File: src/rtl/weight_loader.sv
// weight_loader: moves the kernel weights for one job, channel by channel,
// from an upstream valid/ready stream into the weight FIFO. Each channel
// begins with a FIFO flush. After the flush completes, exactly N_OF_PIXELS
// beats are written. The block then waits for the core to consume the
// channel before it starts the next one.
module weight_loader #(
  parameter int PIX_WIDTH      = 8,
  parameter int SIZE_OF_WEIGHT = 5,
  parameter int N_OF_PIXELS    = SIZE_OF_WEIGHT * SIZE_OF_WEIGHT,
  parameter int N_CHANNELS     = 4
) (
  input  logic                          i_clk,
  input  logic                          i_rst_n,
  input  logic                          i_start,
  input  logic                          i_abort,
  input  logic [PIX_WIDTH-1:0]          s_data,
  input  logic                          s_valid,
  output logic                          s_ready,
  input  logic                          i_full,
  input  logic                          i_request_data,
  input  logic                          i_flush_fin,
  output logic                          o_wr_en,
  output logic [PIX_WIDTH-1:0]          o_data,
  output logic                          o_flush,
  input  logic                          i_next_channel,
  output logic [$clog2(N_CHANNELS):0]   o_ch_idx,
  output logic                          o_busy,
  output logic                          o_channel_loaded,
  output logic                          o_done
);

  localparam int CH_W  = $clog2(N_CHANNELS) + 1;
  localparam int CNT_W = $clog2(N_OF_PIXELS + 1);

  localparam logic [CNT_W-1:0] LAST_PIX = CNT_W'(N_OF_PIXELS - 1);
  localparam logic [CNT_W-1:0] FULL_CNT = CNT_W'(N_OF_PIXELS);
  localparam logic [CH_W-1:0]  LAST_CH  = CH_W'(N_CHANNELS - 1);

  typedef enum logic [2:0] {
    S_IDLE,
    S_FLUSH,
    S_WAIT_FIN,
    S_LOAD,
    S_LOADED,
    S_DONE
  } state_e;

  state_e               state_q, state_d;
  logic [CNT_W-1:0]     pix_cnt_q, pix_cnt_d;
  logic [CH_W-1:0]      ch_idx_q, ch_idx_d;
  logic                 wr_en_q, wr_en_d;
  logic [PIX_WIDTH-1:0] data_q, data_d;
  logic                 flush_q, flush_d;
  logic                 loaded_q, loaded_d;
  logic                 done_q, done_d;

  logic                 accept;
  logic                 last_beat;

  // The pixel-count guard stops the FIFO from ever taking more than one
  // channel's worth of pixels per flush. This holds even though the state
  // already leaves LOAD on the final beat.
  assign s_ready   = (state_q == S_LOAD) & i_request_data & ~i_full &
                     (pix_cnt_q < FULL_CNT);
  assign accept    = s_valid & s_ready;
  assign last_beat = accept & (pix_cnt_q == LAST_PIX);

  assign o_wr_en          = wr_en_q;
  assign o_data           = data_q;
  assign o_flush          = flush_q;
  assign o_ch_idx         = ch_idx_q;
  assign o_channel_loaded = loaded_q;
  assign o_done           = done_q;
  assign o_busy           = (state_q != S_IDLE);

  // State register; the synchronous reset returns the block to IDLE.
  always_ff @(posedge i_clk) begin
    if (!i_rst_n) begin
      state_q <= S_IDLE;
    end else begin
      state_q <= state_d;
    end
  end

  // Next-state and next-output logic. Abort overrides every other input,
  // drops the write that would otherwise register, and suppresses all pulses.
  always_comb begin
    state_d   = state_q;
    pix_cnt_d = pix_cnt_q;
    ch_idx_d  = ch_idx_q;
    wr_en_d   = 1'b0;
    data_d    = '0;
    loaded_d  = 1'b0;
    done_d    = 1'b0;

    if (i_abort) begin
      state_d  = S_IDLE;
      ch_idx_d = '0;
    end else begin
      unique case (state_q)
        S_IDLE: begin
          if (i_start) begin
            ch_idx_d = '0;
            state_d  = S_FLUSH;
          end
        end

        S_FLUSH: begin
          state_d = S_WAIT_FIN;
        end

        S_WAIT_FIN: begin
          if (i_flush_fin) begin
            pix_cnt_d = '0;
            state_d   = S_LOAD;
          end
        end

        S_LOAD: begin
          if (accept) begin
            wr_en_d   = 1'b1;
            data_d    = s_data;
            pix_cnt_d = pix_cnt_q + 1'b1;
            if (last_beat) begin
              loaded_d = 1'b1;
              state_d  = S_LOADED;
            end
          end
        end

        S_LOADED: begin
          if (i_next_channel) begin
            if (ch_idx_q == LAST_CH) begin
              done_d  = 1'b1;
              state_d = S_DONE;
            end else begin
              ch_idx_d = ch_idx_q + 1'b1;
              state_d  = S_FLUSH;
            end
          end
        end

        S_DONE: begin
          state_d = S_IDLE;
        end

        default: begin
          state_d = S_IDLE;
        end
      endcase
    end

    // FLUSH is always a single-cycle state, so entering it is the pulse.
    flush_d = (state_d == S_FLUSH);
  end

  // Registered FIFO-side outputs, pulses, and the channel/pixel counters.
  always_ff @(posedge i_clk) begin
    if (!i_rst_n) begin
      pix_cnt_q <= '0;
      ch_idx_q  <= '0;
      wr_en_q   <= 1'b0;
      data_q    <= '0;
      flush_q   <= 1'b0;
      loaded_q  <= 1'b0;
      done_q    <= 1'b0;
    end else begin
      pix_cnt_q <= pix_cnt_d;
      ch_idx_q  <= ch_idx_d;
      wr_en_q   <= wr_en_d;
      data_q    <= data_d;
      flush_q   <= flush_d;
      loaded_q  <= loaded_d;
      done_q    <= done_d;
    end
  end

endmodule
File: config.mk
export PLATFORM = sky130hd
export DESIGN_NAME = weight_loader
export DESIGN_NICKNAME = d
export VERILOG_FILES = /design/src/rtl/weight_loader.sv
export SDC_FILE = /design/constraint.sdc
export NUM_CORES = 1
export LEC_CHECK = 0
export ABC_CLOCK_PERIOD_IN_PS = 2300
export BUFFER_PORTS_ARGS = -buffer_cell sky130_fd_sc_hd__buf_4
export CAP_MARGIN = 5
export CORE_AREA = 2 2 52 54
export CTS_CLUSTER_SIZE = 8
export DETAILED_ROUTE_END_ITERATION = 10
export DIE_AREA = 0 0 54 56
export HOLD_SLACK_MARGIN = 0.02
export PLACE_DENSITY = 0.72
export SYNTH_ARGS = -nofsm -noshare
export SYNTH_HDL_FRONTEND = slang
export SYNTH_SLANG_ARGS = --single-unit
File: constraint.sdc
create_clock -name i_clk -period 2.3 [get_ports i_clk]
set_input_delay 0.46 -clock i_clk [delete_from_list [all_inputs] [get_ports i_clk]]
set_output_delay 0.46 -clock i_clk [all_outputs]
set_load 0.005 [all_outputs]
==> results of run 1 <==
logic make-up after synthesis:
family          Yosys count
simple gates             52
flops                    23
compound gates           15
buf+inv                  12
mux                       6
fa+ha+maj                 4
worst paths after layout:
kind / start / to / slack (ns) / cells past startpoint
hold / removal: s_data[7] / o_data[7] / 0.35 / 2
setup / recovery: pix_cnt_q[0] / s_ready / 0.37 / 4
setup reg to reg: o_ch_idx[0] / o_ch_idx[0] / 0.50 / 6
hold reg to reg: o_ch_idx[2] / o_ch_idx[2] / 0.55 / 2
per-stage QoR:
step                instances  hold slack [ns]  worst slack [ns]  cell area (sq um)
floorplan                 112           0.5075            0.6437               1050
global placement          172           0.5116            0.5762               1325
detailed placement        172           0.5288            0.5105               1325
CTS                       176           0.3377            0.3498               1353
global route              176           0.3211            0.2690               1353
finish                    176           0.3498            0.3653               1353
cell type report:
class	instances	area (sq um)	area share
clock inverters	1	5.005	0.003700
multi-input cells	77	541.8	0.4006
clock buffers	3	22.52	0.01665
well taps	30	37.54	0.02775
flip-flops and latches	23	460.4	0.3404
inverters	8	30.03	0.02220
repair buffers	34	255.2	0.1887
flip-flops by register name, indices dropped and copies added, names as in the netlist:
signal / count
o_data: 8
pix_cnt_q: 5
o_ch_idx: 3
state_q: 3
o_channel_loaded: 1
o_done: 1
o_flush: 1
o_wr_en: 1
layout by cell type, fill, tap and decap left out, types with 3 or more instances in the layout:
cell,n
or4_1,3
nand3_1,3
nor2_1,10
clkbuf_4,3
dfxtp_1,23
nand2b_1,3
mux2i_1,6
and2_1,8
inv_1,8
buf_4,34
ha_1,4
nand2_1,8
a21oi_1,4
layer usage:
metal | track usage | wire, um | share of wire
met5 | 0 | 0 | 0
met4 | 0.06429 | 25 | 0.012
met2 | 0.2770 | 1102 | 0.52
met3 | 0.01882 | 86 | 0.040
met1 | 0.1761 | 921 | 0.43
report_power, final:
part	total [mW]	leakage (nW)	internal (mW)	switching (mW)
combinational	0.0547	0.411	0.0293	0.0254
clock	0.182	0.0177	0.0648	0.117
sequential	0.402	0.185	0.400	0.00222
total	0.639	0.615	0.494	0.145
==> metrics.md, run 1 <==
| Metric | Value |
|---|---|
| Worst Setup End Kind | `primary output` |
| Die span in y | `56 um` |
| RSZ-0062 raised after global routing | `no` |
| Leakage | `0.6145 nW` |
| Min Clock Period, post-route | `1.935 ns` |
| Row count | `18` |
| Slowest-stage cell, CP | `dfxtp_1` |
| Slew HR | `0.6364` |
| Final Max Slew Viols | `0` |
| H-tree levels | `1` |
| Synth top area share | `0.4386` |
| Buf/Inv on CP | `2` |
| Clock latency on the worst-skew pair | `0.30 ns` |
| Vias/cell | `5.193` |
| Post-detailed-route wirelength per cell | `between 10 and 15 um` |
| Vias in the first global route | `822` |
| CTS Buffer Depth | `2` |
| Synth cell count leaders | `dfxtp_1 (23), nor2_1 (10), and2_1 (8), inv_1 (8), nand2_1 (8)` |
| IO Pins | `34` |
| Area grow syn2layout | `28.84%` |
| Cts repair resizes | `0` |
| Final Util | `0.5561` |
| Synth area leaders | `dfxtp_1 (44%), mux2i_1 (5.7%), and2_1 (4.8%)` |
| Startpoint types | `flop` |
| Routability cong. | `0.7780` |
| Final-layout fill cell count | `217` |
| Residual overflow from global routing | `0` |
| CP Max Fanout | `7` |
| Most common cell in the netlist | `dfxtp_1` |
| Ant. Diodes | `0` |
| Clock Sinks | `23` |
| Adder-cell share of the synthesized area | `0.04768` |
| Post-Synth Simple-Gate Area | `0.2956` |
| Crit share post-route | `0.8412` |
| Ys async rst share | `0` |
| Critical path required time | `around 1.8 ns` |
| Status | `completed` |
| Die Width | `54 um` |
| YS warnings | `0` |
| HP Class | `input port to flop` |
| Initial antenna violation count | `0` |
| Cell taking the most area after synthesis | `dfxtp_1` |
| XOR/XNOR Fraction of Synth Area | `0` |
| PD cells | `472.5 nW/um^2` |
| Clock slew at reported path FFs | `0.13 ns` |
| Clock Skew | `0.004723 ns` |
| Power after layout | `0.6391 mW` |
| Mapped cell area | `1050 sq um` |
| Max incr delay on CP | `0.40 ns` |
| Drt pass-1 iters | `4` |
| Port Buffers | `33` |
| F_max | `516.9 MHz` |
| Final setup fails | `0` |
| Number of setup buffers added after CTS | `0` |
| Hold buffer count at cts | `0` |
| Synthesized area per cell | `9.373 sq um` |
| Mapped Cells | `between 100 and 150` |
| Setup TNS | `0 ns` |
| Top FF cell, synth | `dfxtp_1` |
| 1st-iter DRT viols | `33` |
| Drc violations | `0` |
| Wirelength, routed | `2135 um` |
| Setup CP Type | `flop to primary output` |
| Compound-gate portion of the synthesized area | `0.1156` |
| Vias | `around 900` |
| Share of layout cells above drive strength 1 | `0.2877` |
| GRT Resource Usage Total | `0.1546` |
| TritonCTS clock tree | `yes` |
| Synth Register Bits | `23` |
| Largest net degree at the start of global routing | `14` |
| Detail Placement HPWL | `1638 um` |
| Post-synth EDFFs | `0` |
| Peak VDD IR | `323.9 uV` |
| Syn nets | `133` |
| Max cap viols | `0` |
| WP data arrival | `1.47 ns` |
| Multiplexer share of the synthesized area | `0.05721` |
| Core area | `2432 sq um` |
| Unique cell type count in the Yosys netlist | `37` |
| Final ANT Viol Nets | `0` |
| Worst Tran Pin Value | `0.5405 ns` |
| Die area | `3024 sq um` |
| Top Family by Delay on Critical Path | `flip-flops` |
| First-pass GRT wire length | `3553 um` |
| CP cell instances | `o311ai_4 -> nand4_4 -> inv_1 -> buf_4` |
| TritonCTS buffer count | `3` |
| Final #Nets | `168` |
| Endpoints failing hold | `0` |
| Root buffer cell | `clkbuf_4` |
| Initial core utilization | `0.4316` |
| Main combinational cell family by area after synthesis | `simple AND/OR/NAND/NOR gates` |
| Register area share after synthesis | `0.4386` |
(Power assumes the default switching activity.)
==> run 2, diff against run 1 <==
Settings changed: ABC_AREA set to 1, ABC_CLOCK_PERIOD_IN_PS 2300 to 1950, CORE_AREA 2 2 52 54 to 2 2 53 55, DIE_AREA 0 0 54 56 to 0 0 55 57.
Clock period 2.3 ns to 1.95 ns, I/O delays scaled along.
==> run 2 against run 1 <==
Compared with the run above:
- design area rose by 3.9%
- worst setup slack lost 0.10 ns
- hold slack got worse by 0.064 ns
- clock-buffer cell count rose by 1
- non-clock buffer count decreased by 1
- combinational power is 38% higher
- sequential share of layout area is 1.3 points lower
- area after synthesis grew 4.1%
- cell count increased by 20%
- total power up 21%
- via count up 6.8%
- clock skew fell by 0.0015 ns
- critical endpoint unchanged
- largest power group unchanged
==> metrics.md, run 2 <==
| Metric | Value |
|---|---|
| Status | `completed` |
| Clock latency on the worst-skew pair | `0.31 ns` |
| Hold Path End | `o_data[3]` |
| Sequential power share | `0.621` |
| Hold buffer count at cts | `0` |
| Row count | `19` |
| Ant. Diodes | `0` |
| Clock Sinks | `23` |
| CTS Buffer Depth | `2` |
| Endpoints failing hold | `0` |
| Peak VDD IR | `343.8 uV` |
| F_max | `~590 MHz` |
| First-pass GRT wire length | `3815 um` |
| Slowest-stage cell, CP | `dfxtp_1` |
| Worst Tran Pin Value | `0.2589 ns` |
| Most common cell in the netlist | `nor2_1` |
| Max layer used | `met4` |
| Setup TNS | `0 ns` |
| HP Start | `s_data[3]` |
| Die span in y | `57 um` |
| H-tree levels | `1` |
| Smallest setup slack after layout | `0.2649 ns` |
| Hold Crit Depth | `3` |
| Max reg flops | `8` |
| Clock share of power | `0.282` |
| Area grow syn2layout | `28.64%` |
| Synth Register Bits | `23` |
| Detail Placement HPWL | `1786 um` |
| Syn nets | `165` |
| Core area | `2615 sq um` |
| Final #Nets | `203` |
| Most frequent cells in the layout | `buf_4 (33), nor2_1 (26), nand2_1 (24), inv_1 (23), dfxtp_1 (23)` |
| Switching power | `0.1789 mW` |
| YS warnings | `0` |
| Final ANT Viol Nets | `0` |
| Root buffer cell | `clkbuf_4` |
| Largest net degree at the start of global routing | `13` |
| Post-synth EDFFs | `0` |
| Initial core utilization | `0.4177` |
| Combinational group share of total power | `0.098` |
| CP Max Fanout | `7` |
| Wirelength, routed | `2136 um` |
| Critical path required time | `1.56 ns` |
| Drc violations | `0` |
| Vias in the first global route | `965` |
| Port Buffers | `33` |
| RSZ-0062 raised after global routing | `no` |
| 1st-iter DRT viols | `11` |
| Routability cong. | `0.8270` |
| PD cells | `548.7 nW/um^2` |
| Slew HR | `0.8267` |
| Residual overflow from global routing | `0` |
| Register area share after synthesis | `0.4215` |
| Final setup fails | `0` |
| WP data arrival | `between 1 and 1.5 ns` |
| Reg-to-Reg Start | `o_ch_idx[0]` |
| Unique cell type count in the Yosys netlist | `23` |
| CP cell instances | `inv_2 -> nand3_4 -> nor2_8 -> nand2_1 -> inv_1 -> buf_4` |
| Clock slew at reported path FFs | `0.12 ns` |
| Mapped Cells | `144` |
| Share of layout cells above drive strength 1 | `0.2873` |
| Die Width | `55 um` |
| Most common cell after layout, fill and taps aside | `buf_4` |
| Worst r2r path cells | `7` |
| Synth area leaders | `dfxtp_1 (42%), nor2_1 (8.9%), nand2_1 (8.2%)` |
| Met3 wire len | `roughly 150 um` |
| Synth top area share | `0.4215` |
| Post-detailed-route wirelength per cell | `10.08 um` |
| TritonCTS clock tree | `yes` |
| Min Clock Period, post-route | `1.685 ns` |
| M1 WL | `~940 um` |
| Number of setup buffers added after CTS | `0` |
| Placed Instance Area | `1379 sq um` |
| TritonCTS buffer count | `3` |
| Startpoint types | `flop` |
| Dpl ws | `0.5381 ns` |
| Final Max Slew Viols | `0` |
| Cell taking the most area after synthesis | `dfxtp_1` |
| Vias | `976` |
| Clock Skew | `roughly 0.0032 ns` |
| Cts repair resizes | `0` |
| Design area | `1405 sq um` |
| Synthesized area per cell | `7.585 sq um` |
| Worst Setup End Kind | `primary output` |
| Int Pwr | `0.5921 mW` |
| Mapped cell area | `about 1100 sq um` |
| WL met2 | `just over 1000 um` |
| Vias/cell | `~4.6` |
| IO Pins | `34` |
| Drt pass-1 iters | `4` |
| Crit Reg-Reg Endpoint | `o_ch_idx[2]` |
| HP Class | `input port to flop` |
| Ys async rst share | `0` |
| Setup CP Type | `flop to primary output` |
| Max incr delay on CP | `0.37 ns` |
| Crit share post-route | `0.8642` |
| Top FF cell, synth | `dfxtp_1` |
| Reg2reg setup slack | `0.59 ns` |
| Initial antenna violation count | `0` |
| Die area | `3135 sq um` |
| Leakage | `0.7182 nW` |
| Net Sw Frac | `0.2321` |
| Max cap viols | `0` |
| Synth cell count leaders | `nor2_1 (26), nand2_1 (24), dfxtp_1 (23), inv_1 (23), a21oi_1 (8)` |
| GRT Resource Usage Total | `0.1620` |
==> run 2: changes by cell type after synthesis, moves of 4 or more <==
cell / previous run / this run
nand2_1: 8 / 24
inv_1: 8 / 23
mux2i_1: 6 / 0
and2_1: 8 / 0
inv_2: 0 / 4
nor2_1: 10 / 26
a21oi_1: 4 / 8
==> run 2: power by group through the flow <==
| stage | registers [mW] | clock network (mW) | logic [mW] |
|---|---|---|---|
| after floorplan | 0.489 | 0 | 0.0345 |
| after global placement | 0.489 | 0 | 0.0732 |
| after detailed placement | 0.489 | 0 | 0.0751 |
| after CTS | 0.479 | 0.224 | 0.0754 |
| after global routing | 0.480 | 0.246 | 0.0853 |
| final | 0.479 | 0.217 | 0.0753 |
==> run 2: cell type report <==
type | count | area, sq um
Timing Repair Buffer | 33 | 247.7
Tap cell | 31 | 38.79
Sequential cell | 23 | 460.4
Fill cell | 254 | 1210
Multi-Input combinational cell | 93 | 526.8
Clock buffer | 4 | 26.28
Inverter | 28 | 105.1
==> run 2: how the worst max path moves through the flow <==
stage,start,to,slack [ns],cells past startpoint
floorplan,o_ch_idx[0],o_ch_idx[1],0.71,8
global placement,i_full,s_ready,0.57,7
detailed placement,i_full,s_ready,0.54,7
CTS,state_q[2],s_ready,0.25,6
global route,pix_cnt_q[3],s_ready,0.12,6
finish,state_q[2],s_ready,0.26,6
==> run 2: logic make-up after synthesis <==
logic type / share of synthesized area
DFF: 0.4215
AOI/OAI and AO/OA: 0.08363
adders and majority gates: 0.04582
and+or+nand+nor: 0.3287
buffers and inverters: 0.09621
xor gates and xnor gates: 0.02406
==> run 2: per-stage QoR <==
step	total power, mW	std cells	utilization	hold WS (ns)
2_1_floorplan	0.5235	144	-	0.4590
3_3_place_gp	0.5621	208	0.5273	0.4846
3_5_place_dp	0.5643	208	0.5273	0.4902
4_1_cts	0.7777	212	0.5373	0.2818
5_1_grt	0.8108	212	0.5373	0.2764
6_report	0.7710	212	0.5373	0.2853
==> run 2: metal layers <==
metal	vias to the layer above	global-route usage
met3	3	0.03141
met1	426	0.2076
met4	0	0.04181
li1	518	-
met5	-	0
met2	29	0.2738
==> run 2: critical path, delay by kind of cell (launching register included) <==
family | cells | cell delay (ns)
DFF | 1 | 0.37
and+or+nand+nor | 3 | 0.32
buffers and inverters | 3 | 0.29
==> run 3, diff against run 2 <==
Settings changed: MAX_ROUTING_LAYER set to met4, RECOVER_POWER set to 50.
==> run 3 against run 2 <==
Compared with the run above:
- register-to-register slack is essentially flat
- worst setup slack gained 0.0056 ns
- clock-buffer cell count is the same
- via count shrank 0.41%
- maximum frequency grew 0.33%
- global-route usage rose by 0.63 points
- sequential share of layout area increased by 0.15 points
- highest routed layer unchanged
- die area stayed put
- combinational power is 1% lower
- critical path depth did not move
==> metrics.md, run 3 (same netlist as run 2, synthesis figures left out) <==
| Metric | Value |
|---|---|
| Top Family by Delay on Critical Path | `flip-flops` |
| Vias/cell | `4.585` |
| Final ANT Viol Nets | `0` |
| Most common cell after layout, fill and taps aside | `nor2_1` |
| Slew HR | `0.8270` |
| Critical Path Start | `state_q[2]` |
| Detail Placement HPWL | `1786 um` |
| Leakage | `roughly 0.71 nW` |
| Largest net degree at the start of global routing | `13` |
| Die Width | `55 um` |
| Worst Tran Pin Value | `0.2585 ns` |
| WP depth | `6` |
| WP data arrival | `1.29 ns` |
| HP Start | `s_data[3]` |
| Core area | `around 2600 sq um` |
| Number of setup buffers added after CTS | `0` |
| Area grow syn2layout | `28.06%` |
| TritonCTS clock tree | `yes` |
| Hold Slack | `between 0.2 and 0.3 ns` |
| F_max | `a little under 600 MHz` |
| Vias in the first global route | `961` |
| Root buffer cell | `clkbuf_4` |
| TritonCTS buffer count | `3` |
| Hold buffer count at cts | `0` |
| First-pass GRT wire length | `3829 um` |
| GRT Resource Usage Total | `0.1684` |
| Clock latency on the worst-skew pair | `between 0.3 and 0.4 ns` |
| Residual overflow from global routing | `0` |
| Wirelength, routed | `~2100 um` |
| Routability cong. | `0.8394` |
| Hold Crit Depth | `3` |
| Clock Sinks | `23` |
| Clock Skew | `about 0.0024 ns` |
| Ant. Diodes | `0` |
| Critical path required time | `approximately 1.6 ns` |
| Initial antenna violation count | `0` |
| Max cap viols | `0` |
| HP Class | `input port to flop` |
| Max reg flops | `8` |
| Die area | `3135 sq um` |
| Final #Nets | `203` |
| Post-detailed-route wirelength per cell | `10.01 um` |
| Min Clock Period, post-route | `1.680 ns` |
| Port Buffers | `33` |
| Drt pass-1 iters | `4` |
| CP Max Fanout | `7` |
| Worst Setup End Kind | `primary output` |
| Cts repair resizes | `0` |
| Reg-to-Reg Start | `o_ch_idx[0]` |
| CTS Buffer Depth | `2` |
| Peak VDD IR | `343.7 uV` |
| Clock slew at reported path FFs | `0.12 ns` |
| Setup TNS | `0 ns` |
| CP cell instances | `inv_2 -> nand3_4 -> nor2_8 -> nand2_1 -> inv_1 -> buf_4` |
| Most frequent cells in the layout | `nor2_1 (26), nand2_1 (24), inv_1 (24), dfxtp_1 (23)` |
| Final Max Slew Viols | `0` |
| 1st-iter DRT viols | `32` |
| Endpoints failing hold | `0` |
| Setup CP Type | `flop to primary output` |
| PD cells | `550.5 nW/um^2` |
| Die span in y | `57 um` |
| Startpoint types | `flop` |
| Share of layout cells above drive strength 1 | `0.2762` |
| Final setup fails | `0` |
| Slowest-stage cell, CP | `dfxtp_1` |
| Worst r2r path cells | `7` |
| Max incr delay on CP | `0.37 ns` |
| H-tree levels | `1` |
| Drc violations | `0` |
| Row count | `19` |
| Buf/Inv on CP | `3` |
| IO Pins | `34` |
| RSZ-0062 raised after global routing | `no` |
| Status | `completed` |
| Vias | `972` |
| Initial core utilization | `0.4177` |
| Crit share post-route | `0.8613` |
run 3: changes by cell type in the layout (fill, tap and decap cells not counted), sizes merged:
cell and delta:
buf -15, clkbuf +15
run 3: worst min-delay path, delay by kind of cell:
kind	cells	cell delay [ns]
and+or+nand+nor	1	0.08
buffers and inverters	2	0.10
run 3: per-stage QoR:
stage / utilization / cell area [sq um] / total power, mW / setup slack (ns) / std cells
after floorplan: - / 1092 / 0.5235 / 0.7056 / 144
after global placement: 0.5273 / 1379 / 0.5621 / 0.5659 / 208
after detailed placement: 0.5273 / 1379 / 0.5643 / 0.5381 / 208
after CTS: 0.5373 / 1405 / 0.7777 / 0.2492 / 212
after global routing: 0.5349 / 1399 / 0.8124 / 0.1322 / 212
final: 0.5349 / 1399 / 0.7701 / 0.2704 / 212
run 3: where the power goes:
| part | internal (mW) | switching, mW |
|---|---|---|
| clock | 0.0800 | 0.137 |
| combinational | 0.0371 | 0.0372 |
| sequential | 0.474 | 0.00400 |
run 3: cell type report:
class | count | area (sq um)
Clock buffer | 4 | 26.28
Fill cell | 256 | 1216
Inverter | 28 | 105.1
Multi-Input combinational cell | 93 | 520.5
Sequential cell | 23 | 460.4
Tap cell | 31 | 38.79
Timing Repair Buffer | 33 | 247.7
run 3: final timing paths:
kind                       to  slack [ns]
setup reg to reg  o_ch_idx[2]        0.58
hold reg to reg   o_ch_idx[2]        0.51
setup / recovery      s_ready        0.27
hold / removal      o_data[3]        0.29
run 3: layer usage:
metal  global-route usage  vias up  part of all wire
met1               0.2076      426              0.45
met2               0.2738       27              0.48
li1                     -      517                 -
met4              0.04181        0            0.0075
met3              0.03927        2             0.061
met5                    -        -                 0
